File: src/rtl/mux_dff_bist_pkg.sv
// Shared types and constants for the mux flop built-in self-test engine.
//   state_t    : run-sequencer states
//   LFSR_W     : stimulus LFSR width
//   LFSR_TAPS  : tap mask for x^8+x^6+x^5+x^4+1 (Fibonacci, shift left)
//   CNT_W      : width of the vector index, timer and result counters
//   ERR_MAX    : saturation value of the error counter
//   NO_FAIL    : fail_vec value meaning "no mismatch seen"
//   lfsr_next(): one LFSR step
package mux_dff_bist_pkg;

    typedef enum logic [2:0] {
        IDLE    = 3'd0,
        RST_VEC = 3'd1,
        RUN     = 3'd2,
        DRAIN   = 3'd3,
        FIN     = 3'd4
    } state_t;

    localparam int               LFSR_W       = 8;
    localparam logic [LFSR_W-1:0] LFSR_TAPS   = 8'hB8;
    localparam int               CNT_W        = 16;
    localparam logic [CNT_W-1:0] ERR_MAX      = 16'hFFFF;
    localparam logic [CNT_W-1:0] NO_FAIL      = 16'hFFFF;
    // Two cycles let the last vector pass through the flop and the compare pipe.
    localparam int               DRAIN_CYCLES = 2;

    function automatic logic [LFSR_W-1:0] lfsr_next(input logic [LFSR_W-1:0] s);
        return {s[LFSR_W-2:0], ^(s & LFSR_TAPS)};
    endfunction

endpackage

File: src/rtl/mux_dff_bist_lfsr.sv
// Stimulus LFSR for the mux flop self-test.
//   clk    : system clock
//   rst_n  : asynchronous active-low reset, loads the seed
//   load   : reload the seed (takes priority over enable)
//   enable : advance one step
//   seed   : seed value; an all-zero seed is replaced by 1 so the LFSR never locks up
//   state  : current LFSR value
module mux_dff_bist_lfsr
    import mux_dff_bist_pkg::*;
(
    input  logic              clk,
    input  logic              rst_n,
    input  logic              load,
    input  logic              enable,
    input  logic [LFSR_W-1:0] seed,
    output logic [LFSR_W-1:0] state
);

    logic [LFSR_W-1:0] seed_safe;

    assign seed_safe = (seed == '0) ? LFSR_W'(1) : seed;

    always_ff @(posedge clk or negedge rst_n) begin
        if (!rst_n) begin
            state <= seed_safe;
        end else if (load) begin
            state <= seed_safe;
        end else if (enable) begin
            state <= lfsr_next(state);
        end
    end

endmodule

File: src/rtl/mux_dff_bist.sv
// Built-in self-test engine for the registered 2:1 mux flop.
// Drives the flop from an LFSR, predicts q, compares two cycles later and
// reports pass/fail, a saturating error count and the first failing index.
//
// Optional build macro: MUX_DFF_BIST_STOP_ON_FAIL_EN
//   defined   -> first mismatch ends the run on the next edge
//   undefined -> every vector runs regardless of mismatches
//
// Ports:
//   clk, rst_n          : clock, asynchronous active-low reset
//   start               : one-cycle pulse, accepted only in IDLE
//   busy                : run in progress
//   done                : one-cycle pulse at run end
//   pass                : last run result, valid from done until next start
//   err_count           : mismatches in last run, saturating
//   fail_vec            : first mismatching vector index, FFFF if none
//   dut_d0/d1/sel/rst   : registered stimulus to the mux flop
//   dut_q               : mux flop output
//
// state   | meaning
// --------+----------------------------------------------------------
// IDLE    | flop held in reset, waiting for start
// RST_VEC | drive vector 0 (flop reset with d0=d1=1), expect q=0
// RUN     | drive vectors 1..NUM_VECTORS from the LFSR
// DRAIN   | flop held in reset while the last compares complete
// FIN     | publish pass, pulse done, return to IDLE
module mux_dff_bist
    import mux_dff_bist_pkg::*;
#(
    parameter int unsigned       NUM_VECTORS = 256,
    parameter logic [LFSR_W-1:0] LFSR_SEED   = 8'hA5
) (
    input  logic             clk,
    input  logic             rst_n,
    input  logic             start,
    output logic             busy,
    output logic             done,
    output logic             pass,
    output logic [CNT_W-1:0] err_count,
    output logic [CNT_W-1:0] fail_vec,
    output logic             dut_d0,
    output logic             dut_d1,
    output logic             dut_sel,
    output logic             dut_rst,
    input  logic             dut_q
);

    state_t            state_q, state_d;
    logic [CNT_W-1:0]  timer_q, timer_d;
    logic [CNT_W-1:0]  vec_idx_q;
    logic [LFSR_W-1:0] lfsr_q;
    logic              lfsr_load, lfsr_en;
    logic              unused_lfsr_hi;

    logic drv_rst, drv_d0, drv_d1, drv_sel, drv_valid, drv_exp;

    // Expected-value pipeline: stage 1 follows the vector onto the pins,
    // stage 2 lines up with the cycle the flop has captured it.
    logic             v1_q, e1_q, v2_q, e2_q;
    logic [CNT_W-1:0] i1_q, i2_q;

    logic mismatch, stop_hit;

    mux_dff_bist_lfsr u_lfsr (
        .clk    (clk),
        .rst_n  (rst_n),
        .load   (lfsr_load),
        .enable (lfsr_en),
        .seed   (LFSR_SEED),
        .state  (lfsr_q)
    );

    assign unused_lfsr_hi = ^lfsr_q[LFSR_W-1:3];

    assign mismatch = v2_q & (dut_q ^ e2_q);

`ifdef MUX_DFF_BIST_STOP_ON_FAIL_EN
    assign stop_hit = mismatch;
`else
    assign stop_hit = 1'b0;
`endif

    always_comb begin
        state_d   = state_q;
        timer_d   = timer_q;
        drv_rst   = 1'b1;
        drv_d0    = 1'b0;
        drv_d1    = 1'b0;
        drv_sel   = 1'b0;
        drv_valid = 1'b0;
        drv_exp   = 1'b0;
        lfsr_load = 1'b0;
        lfsr_en   = 1'b0;

        case (state_q)
            IDLE: begin
                if (start) begin
                    state_d   = RST_VEC;
                    lfsr_load = 1'b1;
                end
            end
            RST_VEC: begin
                drv_d0    = 1'b1;
                drv_d1    = 1'b1;
                drv_sel   = lfsr_q[2];
                drv_valid = 1'b1;
                timer_d   = CNT_W'(NUM_VECTORS - 1);
                state_d   = RUN;
            end
            RUN: begin
                drv_rst   = 1'b0;
                drv_d0    = lfsr_q[0];
                drv_d1    = lfsr_q[1];
                drv_sel   = lfsr_q[2];
                drv_valid = 1'b1;
                drv_exp   = lfsr_q[2] ? lfsr_q[1] : lfsr_q[0];
                lfsr_en   = 1'b1;
                if (timer_q == '0) begin
                    state_d = DRAIN;
                    timer_d = CNT_W'(DRAIN_CYCLES - 1);
                end else begin
                    timer_d = timer_q - 1'b1;
                end
            end
            DRAIN: begin
                if (timer_q == '0) begin
                    state_d = FIN;
                end else begin
                    timer_d = timer_q - 1'b1;
                end
            end
            FIN: begin
                state_d = IDLE;
            end
            default: begin
                state_d = IDLE;
            end
        endcase

        if (stop_hit) begin
            state_d = FIN;
        end
    end

    always_ff @(posedge clk or negedge rst_n) begin
        if (!rst_n) begin
            state_q   <= IDLE;
            timer_q   <= '0;
            vec_idx_q <= '0;
            dut_rst   <= 1'b1;
            dut_d0    <= 1'b0;
            dut_d1    <= 1'b0;
            dut_sel   <= 1'b0;
            v1_q      <= 1'b0;
            e1_q      <= 1'b0;
            i1_q      <= '0;
            v2_q      <= 1'b0;
            e2_q      <= 1'b0;
            i2_q      <= '0;
        end else begin
            state_q <= state_d;
            timer_q <= timer_d;
            dut_rst <= drv_rst;
            dut_d0  <= drv_d0;
            dut_d1  <= drv_d1;
            dut_sel <= drv_sel;

            if (state_q == IDLE && start) begin
                vec_idx_q <= '0;
            end else if (drv_valid) begin
                vec_idx_q <= vec_idx_q + 1'b1;
            end

            v1_q <= drv_valid;
            e1_q <= drv_exp;
            i1_q <= vec_idx_q;
            v2_q <= v1_q;
            e2_q <= e1_q;
            i2_q <= i1_q;
            // Early stop: anything still in flight belongs to an abandoned run.
            if (stop_hit) begin
                v1_q <= 1'b0;
                v2_q <= 1'b0;
            end
        end
    end

    always_ff @(posedge clk or negedge rst_n) begin
        if (!rst_n) begin
            busy      <= 1'b0;
            done      <= 1'b0;
            pass      <= 1'b0;
            err_count <= '0;
            fail_vec  <= NO_FAIL;
        end else begin
            done <= (state_q == FIN);
            if (state_q == IDLE && start) begin
                busy      <= 1'b1;
                err_count <= '0;
                fail_vec  <= NO_FAIL;
            end else if (state_q == FIN) begin
                busy <= 1'b0;
                pass <= (err_count == '0);
            end else if (mismatch) begin
                if (err_count != ERR_MAX) begin
                    err_count <= err_count + 1'b1;
                end
                if (fail_vec == NO_FAIL) begin
                    fail_vec <= i2_q;
                end
            end
        end
    end

endmodule

File: config.mk
export PLATFORM = sky130hd
export DESIGN_NAME = mux_dff_bist
export DESIGN_NICKNAME = d
export VERILOG_FILES = /design/src/rtl/mux_dff_bist_pkg.sv /design/src/rtl/mux_dff_bist_lfsr.sv /design/src/rtl/mux_dff_bist.sv
export SDC_FILE = /design/constraint.sdc
export NUM_CORES = 1
export LEC_CHECK = 0
export ABC_AREA = 1
export CAP_MARGIN = 10
export CORE_UTILIZATION = 51
export DETAILED_ROUTE_END_ITERATION = 8
export GPL_TIMING_DRIVEN = 0
export PLACE_DENSITY = 0.73
export SYNTH_ARGS = -nofsm -noshare
export SYNTH_HDL_FRONTEND = slang
export SYNTH_SLANG_ARGS = --single-unit
File: constraint.sdc
create_clock -name clk -period 1.6 [get_ports clk]
set_input_delay 0.32 -clock clk [delete_from_list [all_inputs] [get_ports clk]]
set_output_delay 0.32 -clock clk [all_outputs]
set_load 0.01 [all_outputs]
Word-level counts from Yosys, hierarchy flattened
Cells that the tools add are included.

Logic and storage cells: 85. Input port bits: 4. Flip-flop bits (word level): 118. Output and inout bits: 39.

Bitwise gates (word level): 3. Reductions and logical operators: 18. Eq/ne operators: 11. $add $sub $neg: 3. Multiplexer cells: 31.

Operators by type and width (count): $mux 16 (12); $pmux 16 s3 (1); $add 16x1->16 const B (2); $logic_not 16->1 (2); $eq 16x16->1 const B (1); $mux 8 (2); $ne 16x16->1 const B (1); $sub 16x1->16 const B (1); $pmux 3 s4 (1); $reduce_bool 2->1 (6); $mux 1 (10); $ne 2x2->1 const B (5); $mux 3 (3); $reduce_and 3->1 (3); $reduce_xor 8->1 (1); $eq 3x2->1 const B (2); $pmux 1 s2 (2); $reduce_and 2->1 (2); $eq 3x1->1 const B (1); $eq 3x3->1 const B (1); $logic_not 3->1 (1); $reduce_bool 3->1 (1); $reduce_or 2->1 (1); $and 1x1->1 (1); 3 further kinds (3).

Depth between registers and ports, before layout
Depth in word-level cells: 5. Depth in mapped cells: 11. Gate-level depth less buffers: 11.

Worst setup path after synthesis
No wires, ideal clock.

Path kind: register to register. From: reg err_count[1]. To: reg err_count[3]. Buffers on the path: 2. Library setup time: 0.121 ns. Period minus slack after synthesis: 1.648 ns. Cell stages (with the launch flop): 11. Arrival: 1.528 ns. Required time: 1.479 ns. Path slack: -0.048 ns. Cells stage by stage: dfrtp_1 -> ha_1 -> nand3_2 -> nor2_2 -> nand2_1 -> nor2_1 -> nand3_1 -> nand2_1 -> buf_6 -> buf_8 -> o21ai_1.

Word-level cells in the longest chain between the ends: 5. Elaborated cells between the ends (all ways): 8. Those cells by class: add/sub: 1; eq/ne: 1; mux: 4; reduce/logical: 2.

RTL lines: start, declared (RTL line mux_dff_bist.sv:39) `output logic [CNT_W-1:0] err_count,`; start signal, assigned (RTL line mux_dff_bist.sv:206) `err_count <= err_count + 1'b1;`; $add 16x1->16 (RTL line mux_dff_bist.sv:206); $mux 16 (RTL line mux_dff_bist.sv:205) `if (err_count != ERR_MAX) begin`; $mux 16 (RTL line mux_dff_bist.sv:204) `end else if (mismatch) begin`; $mux 16 (RTL line mux_dff_bist.sv:201) `end else if (state_q == FIN) begin`; $mux 16 (RTL line mux_dff_bist.sv:197) `if (state_q == IDLE && start) begin`.

Several ways; a longest one is shown, not always the timed one. The select of a mux whose other input is x is not followed. A chain may end at the register's enable or synchronous reset.

Worst setup path after layout
From: reg err_count[0]. To: reg err_count[13].

The elaborated chain is that of the path after synthesis.

==> run_results.csv <==
group,metric,value,unit
logic_synthesis,synth.area.top_cells,"dfrtp_1 44%, nand2_1 12%, dfstp_2 10%",
floorplan,die_y,106,µm
global_routing,grt_use_total,24.7,%
status,violations,"setup timing",
floorplan,core-area,0.0104,mm²
setup_path,critPathMaxFanout,4,
logic_synthesis,synth-seq-cells,118,
placement,place_congestion,0.905,
sta,max_freq,0.592,GHz
min_path,min_path_type,"primary input to async pin",
placement,numPortBuffers,42,
logic_synthesis,yosysMostFrequentCell,"nand2_1",
status,status,"finished with violations",
setup_path,cpMaxStageDelayCell,"dfrtp_2",
placement,placed_cells,818,
sta,finalHoldViolCount,0,
logic_synthesis,synth_area,0.00547,mm²
setup_path,cp_cell_sequence,"buf_4, inv_1, nor2_2, inv_1, nor2_2, nand3_1, nand2_1, nand3_1, o21ai_0",
pwr,switchingPower,1.85,mW
drt,drt_iter0_drc,506,
global_routing,grt_first_pass_wirelength,21600,µm
pwr,sw_frac_of_total,25.5,%
clock_network,cts_buffers,17,
drt,drc,0,
logic_synthesis,synthCells,639,
sta,drv_slew,0,
logic_synthesis,synth_top_area_cell,"dfrtp_1",
setup_path,startpoint_type,"flop",
logic_synthesis,async_flop_share,100,%
logic_synthesis,ys_types,37,
setup_path,cp.required,2.03,ns
pwr,p_seq_share,42.7,%
pwr,leakage,3.58,nW
sta,rsz0062_at_grt,"yes",
clock_network,clk_pin_slew,0.06,ns
sta,tightestPinTransition,0.474,ns
sta,holdWs,0.290,ns
logic_synthesis,synthesis.nets,648,
logic_synthesis,ys.flop_type,"dfrtp_1",
global_routing,grt_max_degree,80,
logic_synthesis,synth_top_area_share,44.3,%
logic_synthesis,synth_edf_count,0,
final_layout,finalNonFillerCells,907,
floorplan,fp-row-count,37,
pwr,ir_drop,678,µV
drt,drt_pass1_iterations,7,
sta,layout_min_cycle_time,1.69,ns
logic_synthesis,synth.avg_cell_area,8.57,µm²
final_layout,drive_gt1_share,31.6,%
placement,hpwl,7810,µm
setup_path,crit_path_end_kind,"flop",
clock_network,cts_tree,"done",
drt,via_per_inst,5.59,
placement,dp_slack,-0.550,ns
clock_network,clk_latency,0.51,ns
drt,vias,5066,
final_layout,fin_nets,768,
logic_synthesis,yosysWarnings,0,
pwr,cellPowerDensity,971,mW/mm²
clock_network,root_buffer,"clkbuf_8",
drt,drt-total-wl,14500,µm
clock_network,clock-sinks,118,
sta,finalSetupViolations,16,
logic_synthesis,yosysSeqAreaShare,54.4,%
logic_synthesis,ys_top_cells_by_count,"171 x nand2_1, 97 x dfrtp_1, 77 x nor2_1",
pwr,clock_power_share,47.8,%
flow_run,max_cap_violations,0,
pwr,pwr-share-comb,9.5,%
setup_path,critPathMaxStageDelay,0.40,ns
sta,finClkSkew,0.00608,ns
floorplan,io_pins,43,
global_routing,antenna_found_initial,0,
final_layout,area_delta_synth_final,36.5,%
sta,fin_ws,-0.0885,ns
floorplan,floorplan.initialDensity,52.8,%
drt,wl_per_cell,16.0,µm
clock_network,htree_levels,4,
global_routing,grt-ovfl-total,0,
sta,slew_headroom,68.4,%
drt,ant_nets,0,
setup_path,critical_path_class,"flop to flop",
floorplan,die-area,0.0112,mm²
clock_network,clockBufferDepth,2,
global_routing,grt_pass1_vias,4623,
sta,finalCritPeriodShare,106,%
pwr,p_int,5.40,mW
final_layout,n_antenna_cell,0,
setup_path,arrival,2.11,ns
floorplan,chipWidth,106,µm
## stage by stage
step | power [mW] | util [%] | setup TNS (ns) | cell area, µm²
3_5_place_dp | 3.64 | 58.9 | -21.50 | 6110
6_report | 7.26 | 72.0 | -0.483 | 7470
4_1_cts | 7.20 | 67.7 | -0.222 | 7020
2_1_floorplan | 3.40 | - | 0 | 5490
5_1_grt | 7.53 | 72.0 | -3.08 | 7470
3_3_place_gp | 3.62 | 58.6 | -479.69 | 6080
## final timing paths
| check | start | endpoint | slack, ns | cells past startpoint |
|---|---|---|---|---|
| worst min-delay path | rst_n | err_count[11]$_DFFE_PN0P_ | 0.29 | 2 |
| worst min register to register | i1_q[11]$_DFF_PN0_ | i2_q[11]$_DFF_PN0_ | 0.34 | 0 |
| max in group asynchronous | rst_n | u_lfsr.state[0]$_DFFE_PN1P_ | 0.60 | 3 |
| min in group clk | i1_q[11]$_DFF_PN0_ | i2_q[11]$_DFF_PN0_ | 0.34 | 0 |
| worst max register to register | err_count[0]$_DFFE_PN0P_ | err_count[13]$_DFFE_PN0P_ | -0.09 | 9 |
| worst max-delay path | err_count[0]$_DFFE_PN0P_ | err_count[13]$_DFFE_PN0P_ | -0.09 | 9 |
## placed cells by master, fill, tap and decap left out, drive strengths merged, types with 3 or more instances in the layout
| cell type | Yosys | routed |
|---|---|---|
| nand2 | 174 | 174 |
| clkinv | 0 | 5 |
| o21ai | 29 | 29 |
| dfrtp | 97 | 97 |
| nand3 | 42 | 42 |
| dlygate4sd2 | 0 | 17 |
| o22ai | 3 | 3 |
| buf | 11 | 89 |
| nor3 | 17 | 17 |
| nor2 | 79 | 79 |
| inv | 69 | 70 |
| clkbuf | 3 | 22 |
| dfstp | 21 | 21 |
| xor2 | 18 | 18 |
| nor4 | 3 | 3 |
| nand4 | 23 | 23 |
| o211ai | 20 | 20 |
| clkinvlp | 0 | 6 |
| ha | 5 | 5 |
| a21oi | 17 | 17 |
## per-layer routing
layer  wire (µm)  share of wire [%]  track usage [%]
met4         552                3.8             9.33
met5           0                  0                0
met3        1020                7.1             7.48
met2        7140                 49             39.9
met1        5770                 40             31.4
## worst max-delay path: cells and delay by family, from the launching register on
family | cells | cell delay [ns]
AOI/OAI and AO/OA | 1 | 0.20
buffers and inverters | 3 | 0.33
and+or+nand+nor | 5 | 0.66
DFF | 1 | 0.40
## what timing repair did
action,4_1_cts,5_1_grt
hold buffers,1,0
pin swaps,18,21
buffers inserted,37,19
resized for setup,145,106
gates cloned,2,2
endpoints found under the setup margin,99,62
hold endpoints to repair,27,0
## power by group through the flow
stage               clock [mW]  sequential (mW)  combinational, mW
floorplan                    0             3.21              0.197
global placement             0             3.19              0.427
detailed placement           0             3.20              0.441
finish                    3.47             3.10              0.692
global route              3.67             3.10              0.760
CTS                       3.51             3.09              0.603
## registers in the layout, indices dropped and copies added (netlist names), 3 cells and up
register and count:
i2_q 16, state_q 3, vec_idx_q 16, err_count 16
i1_q 16, u_lfsr.state 8, fail_vec 16, timer_q 16
## cell type report
type | count | area [µm²]
buffer | 13 | 110
multi-input combinational | 438 | 2490
sequential | 118 | 3000
fill | 697 | 2900
tap | 136 | 170
clock buffer | 18 | 418
timing repair buffer | 102 | 885
clock inverter | 13 | 126
inverter | 69 | 277
## kinds of logic (layout without fill, tap and decap cells)
group           Yosys count  after routing  share of synthesized area (%)
compound gates           74             74                           8.23
simple gates            339            339                           26.8
flops                   118            118                           54.4
buf+inv                  83            215                           6.22
xor+xnor                 20             20                           3.20
fa+ha+maj                 5              5                           1.14
Note: power is estimated with default switching activity, not from simulation.
